===== src/rtl/reg_file_32.sv =====
// MIPS general-purpose register file: DEPTH x WIDTH, two combinational read ports,
// one write port, hardwired-zero $0, optional same-cycle write-to-read forwarding.
module reg_file_32 #(
  parameter int WIDTH  = 32,
  parameter int DEPTH  = 32,
  parameter int ADDR_W = 5,
  parameter int BYPASS = 1
) (
  input  logic              clk,
  input  logic              rst_n,
  input  logic [ADDR_W-1:0] rs_addr,
  input  logic [ADDR_W-1:0] rt_addr,
  output logic [WIDTH-1:0]  s,
  output logic [WIDTH-1:0]  t,
  input  logic              wr_en,
  input  logic [ADDR_W-1:0] wr_addr,
  input  logic [WIDTH-1:0]  wr_data,
  input  logic [ADDR_W-1:0] dbg_addr,
  output logic [WIDTH-1:0]  dbg_data,
  output logic [15:0]       wr_count
);

  logic [WIDTH-1:0] r_mem [DEPTH];
  logic [15:0]      r_wr_count;
  logic             w_commit;
  logic             w_fwd_s;
  logic             w_fwd_t;

  assign w_commit = wr_en && (wr_addr != '0);

  always_ff @(posedge clk or negedge rst_n) begin
    if (!rst_n) begin
      for (int i = 0; i < DEPTH; i++) r_mem[i] <= '0;
      r_wr_count <= '0;
    end else if (w_commit) begin
      r_mem[wr_addr] <= wr_data;
      r_wr_count     <= r_wr_count + 16'd1;
    end
  end

  // Forwarding is suppressed in reset so reads stay at zero while rst_n is low.
  assign w_fwd_s = (BYPASS != 0) && rst_n && w_commit && (rs_addr == wr_addr);
  assign w_fwd_t = (BYPASS != 0) && rst_n && w_commit && (rt_addr == wr_addr);

  always_comb begin
    s        = '0;
    t        = '0;
    dbg_data = '0;
    if (rs_addr != '0)  s        = w_fwd_s ? wr_data : r_mem[rs_addr];
    if (rt_addr != '0)  t        = w_fwd_t ? wr_data : r_mem[rt_addr];
    if (dbg_addr != '0) dbg_data = r_mem[dbg_addr];
  end

  assign wr_count = r_wr_count;

endmodule


===== config.mk =====
export PLATFORM = sky130hd
export DESIGN_NAME = reg_file_32
export DESIGN_NICKNAME = d
export VERILOG_FILES = /design/src/rtl/reg_file_32.sv
export SDC_FILE = /design/constraint.sdc
export NUM_CORES = 2
export LEC_CHECK = 0
export CAP_MARGIN = 40
export CORE_ASPECT_RATIO = 1.5
export CORE_MARGIN = 3
export CORE_UTILIZATION = 41
export CTS_BUF_LIST = sky130_fd_sc_hd__clkbuf_16
export CTS_CLUSTER_DIAMETER = 150
export DETAILED_ROUTE_END_ITERATION = 12
export SYNTH_ARGS = -nofsm -noshare
export SYNTH_HDL_FRONTEND = slang
export SYNTH_SLANG_ARGS = --single-unit

===== constraint.sdc =====
create_clock -name clk -period 5 [get_ports clk]
set_clock_uncertainty 0.15 [all_clocks]
set_input_delay 1 -clock clk [delete_from_list [all_inputs] [get_ports clk]]
set_output_delay 1 -clock clk [all_outputs]
set_load 0.01 [all_outputs]

* Word-level counts from Yosys, hierarchy flattened
Index checks and enable logic that the tools add are counted.
** Storage, ports and cells
- Register bits after elaboration :: 1040
- ROM bits :: 0
- Bits in latches :: 0
- Memories kept :: 0
- Bits in writable memories :: 0
- Logic and storage cells :: 71
- Input bits :: 55
- Output and inout bits :: 112
** Operators by class
- Eq/ne operators :: 2
- Shifts and indexed selects :: 0
- $lt $le $gt $ge :: 5
- $add $sub $neg :: 1
- Multipliers :: 0
- Reductions and logical operators :: 9
- Mux-type cells :: 17
- Divide/modulo/power cells :: 0
- Bitwise logic cells :: 4
** Operators with widths (number)
- 1024-bit bitwise mux :: 1
- 32-bit binary-select mux with 5-bit select :: 3
- 32-bit two-way mux :: 12
- 32-bit demux with 5-bit select :: 1
- 6-bit greater-or-equal comparator (second input constant) :: 4
- 5-bit inverter with 6-bit output :: 4
- 5-bit nonzero test :: 4
- 16-bit by 1-bit adder with 16-bit output (second input constant) :: 1
- 5-bit == test :: 2
- 6-bit by 1-bit less-than comparator with 1-bit output (second input constant) :: 1
- 1-bit logical AND :: 5

* Longest topological paths before layout
- Word-level depth :: 6
- Depth in mapped cells :: 9
- Gate-level depth less buffers :: 6

* Least setup slack after synthesis
OpenSTA, ideal clock, no wires.
- Path type :: input -> output
- Start point :: input dbg_addr[1]
- End point :: output dbg_data[0]
- Data required time :: 3.850 ns
- Setup slack :: 1.194 ns
- Buffers on the path :: 3
- Data arrival time :: 2.656 ns
- Cell stages on the path :: 7
- Path through :: clkbuf_1 buf_2 buf_1 mux4_2 mux4_2 nand2_1 o21ai_1
** Between the ends
- Cells in the longest elaborated chain, start to end :: 5
- Elaborated cells between the ends (all ways) :: 6
- Those cells by class :: mux: 4; bitwise: 1; reduce/logical: 1
** Ends and longest elaborated chain
- start: declaration :: line 18 : input logic [ADDR_W-1:0] dbg_addr,
- 5-bit inverter with 6-bit output (not written as such) :: line 51 : if (dbg_addr != '0) dbg_data = r_mem[dbg_addr];
- 32-bit binary-select mux with 5-bit select :: line 51
- 32-bit two-way mux (not written as such) (2 in a row) :: line 51
- 32-bit two-way mux (*) :: line 51
- end: declaration :: line 19 : output logic [WIDTH-1:0] dbg_data,
Mark *: on every way between the ends. The rest lies on a longest branch, timed or not. The select of a mux whose other input is x is not followed.

* Worst setup path in the final report
- Start point :: input wr_addr[2]
- End point :: output s[10]
** Between the ends
- Cells in the longest elaborated chain, start to end :: 6
- Elaborated cells between the ends (all ways) :: 7
- Those cells by class :: eq/ne: 1; mux: 2; reduce/logical: 4
** Ends and longest elaborated chain
- start: declaration :: line 16 : input logic [ADDR_W-1:0] wr_addr,
- 5-bit nonzero test :: line 29 : assign w_commit = wr_en && (wr_addr != '0);
- 1-bit logical AND :: line 29
- 1-bit logical AND :: line 42 : assign w_fwd_s = (BYPASS != 0) && rst_n && w_commit && (rs_addr == wr_addr);
- 1-bit logical AND (*) :: line 42
- 32-bit two-way mux (*) (2 in a row) :: line 49 : if (rs_addr != '0) s = w_fwd_s ? wr_data : r_mem[rs_addr];
- end: declaration :: line 13 : output logic [WIDTH-1:0] s,
Mark *: on every way between the ends. The rest lies on a longest branch, timed or not.

==> flow_metrics.tcl <==
set metrics [dict create \
    status "finished, final reports clean" \
    wl_mm 250.0 \
    r2r_start "wr_count[0]" \
    clockRootBuffer "clkbuf_16" \
    clk_latency_ps 750 \
    area.growth.synth_to_final_pct 15.07 \
    syn_area_per_cell_um2 13.42 \
    seq_area_frac_synth_pct 40.04 \
    worst_ep_required_time_ps 3850 \
    grt.overflow.total 0 \
    crit_path_max_incr_delay_ps 670 \
    p_clk_share_pct 29.4 \
    syn-instance-count 4843 \
    detailroute.via_count 47960 \
    htreeDepth 3 \
    grt_pass1_wl_mm 357.3 \
    hold_ws_ps 265.2 \
    ios 167 \
    chipWidth_um 331.1 \
    crit_path_end_kind "output pin" \
    layout_worst_path_cycle_share_pct 99.51 \
    start_util_pct 41.34 \
    dieArea_um2 163500 \
    fin_crit_ps 4975 \
    fin_ws_ps 24.56 \
    irDropWorstVdd_mv 0.3098 \
    max-slew-margin-rel_pct 31.34 \
    grt_pass1_vias 49070 \
    die_y_um 493.7 \
    cts_buffers 105 \
    critPathLaunch "wr_addr[2]" \
    drc_errors 0 \
    clockBufferDepth 3 \
    grt_max_degree 163 \
    fin_tns_setup_ps 0 \
    yosys_warnings 0 \
    hpwl_mm 157.6 \
    pwr-share-comb_pct 27.0 \
    async_flop_share_pct 100.0 \
    drive_gt1_share_pct 44.05 \
    crit_path_frequent_cell "clkdlybuf4s50_1" \
    grt_usage_pct 30.28 \
    ys_ff_latch 1040 \
    row_count 178 \
    syn_nets 4899 \
    finalCoreUtilization_pct 47.57 \
    powerDensity_nw_per_um2 357.0 \
    critical_path_arrival_ps 3830 \
    cts_tree "yes" \
    p_sw_share_pct 30.95 \
    preCtsSetupSlack_ps -177.3 \
    wire_per_inst_um 35.23 \
    synth-edff-count 0 \
    drt_iter0_drc 5350 \
    critPathTopFamily "buffers and inverters" \
    synthDistinctLibCells 59 \
    slowest_stage "clkdlybuf4s50_1" \
    max-cap-violations 0 \
    p_seq_share_pct 43.6 \
    routabilityCongestion 0.8580 \
    viasPerCell 6.758 \
    critPathKind "in -> out" \
    finalSetupViolCount 0 \
    leakage_uw 0.03248 \
    start_kind "input port" \
    final-hold-violation-count 0 \
    p_switching_uw 8264 \
    netlist_area_um2 65000 \
    tightest_slew_ps 1030 \
    core_area_um2 157200 \
    antenna_found_initial 8 \
    synth-main-ff-cell "dfrtp_1" \
    fillCellCount 13950 \
    clkSinkCount 1040 \
    slew_violations 0 \
    hold_class "reg -> reg" \
    max_freq_ghz 0.2010 \
    worstPathMaxFanout 6 \
    p_int_uw 18440 \
    instances_no_fill 7096 \
    layout.nets 4999 \
    path_cells "clkdlybuf4s50_1 > or3_1 > o31a_1 > nand4_1 > buf_12 > o21ai_0 > a21oi_1 > clkdlybuf4s50_1" \
    portBuffers 166 \
    hold_start "r_mem[1003]" \
    crit_buf_inv 3 \
    first_pass_iters 7 \
    ant_nets 0 \
    dp_cells 6903 \
    clkTransAtPathRegs_ps 70 \
]
-- layer usage --
| metal | global-route usage [%] | vias up | wire length [µm] |
|---|---|---|---|
| met1 | 40.05 | 25640 | 98420 |
| met4 | 15.63 | 4 | 14470 |
| met2 | 47.00 | 2589 | 115100 |
| met5 | 0 | - | 32 |
| li1 | - | 19060 | - |
| met3 | 6.266 | 670 | 21970 |
-- power by group through the flow --
stage | Combinational [µW] | Sequential [µW] | Clock, µW
global route | 7670 | 11800 | 8280
CTS | 7200 | 11600 | 7980
global placement | 7050 | 11600 | 0
floorplan | 5020 | 11200 | 0
detailed placement | 7170 | 11700 | 0
finish | 7210 | 11600 | 7850
-- path summary, 6_finish.rpt --
check / endpoint / depth (start not counted) / slack [ps]
max: s[10] / 8 / 20
min reg2reg: r_mem[1003] / 0 / 270
min in group asynchronous: wr_count[15] / 2 / 600
min: r_mem[1003] / 0 / 270
max reg2reg: wr_count[15] / 5 / 3170
max in group asynchronous: r_mem[738] / 5 / 1280
-- layout by cell type (no fill, tap or decap), types with 9 or more instances in the layout --
cell type and count:
mux4_2 512, mux2i_1 612, o221ai_1 10, a21boi_0 12
nand4_1 9, o22ai_1 25, nand2_1 90, a21oi_2 11
inv_1 56, o221a_2 17, clkinv_1 21, a21oi_1 115
clkbuf_16 108, o211ai_1 53, nor2_1 66, a221oi_1 45
nor3_1 32, buf_4 275, a22o_1 109, clkdlybuf4s50_1 145
clkinv_2 21, mux2_2 1070, nor2_4 18, o21ai_1 46
o31a_1 14, xnor2_1 10, dfrtp_1 1040, o31ai_1 10
a211oi_1 24, buf_12 117, o21ai_0 86, nand2_4 15
xor2_1 15, a22oi_1 98
-- cell usage after synthesis (all sizes together) (6+ instances only) --
| master | number | area, µm² |
|---|---|---|
| o221a | 18 | 202.7 |
| nand4 | 9 | 56.30 |
| a21boi | 13 | 97.59 |
| a211oi | 24 | 180.2 |
| o22ai | 25 | 156.4 |
| nand3b | 6 | 45.04 |
| nor2b | 12 | 75.07 |
| a2111oi | 10 | 93.84 |
| xnor2 | 10 | 87.58 |
| a21oi | 126 | 630.6 |
| o21ai | 132 | 660.6 |
| o221ai | 10 | 87.58 |
| clkbuf | 278 | 1044 |
| a22o | 109 | 954.7 |
| nor2 | 84 | 327.8 |
| a221oi | 45 | 394.1 |
| o211ai | 53 | 397.9 |
| o31ai | 11 | 82.58 |
| nor3 | 32 | 160.2 |
| mux2 | 1078 | 12140 |
| mux4 | 512 | 11530 |
| mux2i | 612 | 6126 |
| a32oi | 8 | 70.07 |
| xor2 | 15 | 131.4 |
| dfrtp | 1040 | 26020 |
| inv | 34 | 127.6 |
| nand2 | 105 | 394.1 |
| o31a | 14 | 122.6 |
| a22oi | 98 | 735.7 |
| buf | 286 | 1619 |
-- flip-flops by register name, summed over array words and instances (netlist names) --
signal and flops:
r_mem 1024, wr_count 16
-- worst reg2reg max path: stages (launching register included) --
cell and delay, ps:
dfrtp_1 420, and3_1 220, nand4_1 150, or4_1 510, nor2_1 170, xor2_1 150
-- kinds of logic after synthesis --
family                   after synthesis  synth area share [%]
AO/OA/AOI/OAI                        699                 7.530
adder cells (fa/ha/maj)                1               0.01924
multiplexers                        2202                 45.84
XOR/XNOR                              25                0.3368
flip-flops                          1040                 40.04
buffers and inverters                598                 4.292
AND/OR/NAND/NOR                      278                 1.950
-- per-stage QoR --
| stage | instance area, µm² | power (µW) |
|---|---|---|
| 6_report | 74800 | 26700 |
| 5_1_grt | 74790 | 27790 |
| 4_1_cts | 74710 | 26750 |
| 3_5_place_dp | 71410 | 18880 |
| 3_3_place_gp | 71150 | 18650 |
| 2_1_floorplan | 65000 | 16220 |
-- layout make-up --
| type | count | area (µm²) | area share [%] |
|---|---|---|---|
| Multi-Input combinational cell | 3205 | 36530 | 48.84 |
| Tap cell | 2070 | 2590 | 3.463 |
| Clock inverter | 79 | 590.6 | 0.7895 |
| Sequential cell | 1040 | 26030 | 34.79 |
| Clock buffer | 107 | 2678 | 3.580 |
| Antenna cell | 4 | 10.01 | 0.01338 |
| Timing Repair Buffer | 557 | 6248 | 8.354 |
| Inverter | 34 | 127.6 | 0.1706 |
-- repair_timing --
item                                   CTS  global route
hold buffers                             1             0
pin swaps                                0             1
endpoints found under the hold margin   19             0
setup endpoints to repair                6             7
gates resized for setup                  7            11
setup buffers                            0             1
cloned                                   0             1
Power figures use the tool's default switching activity.
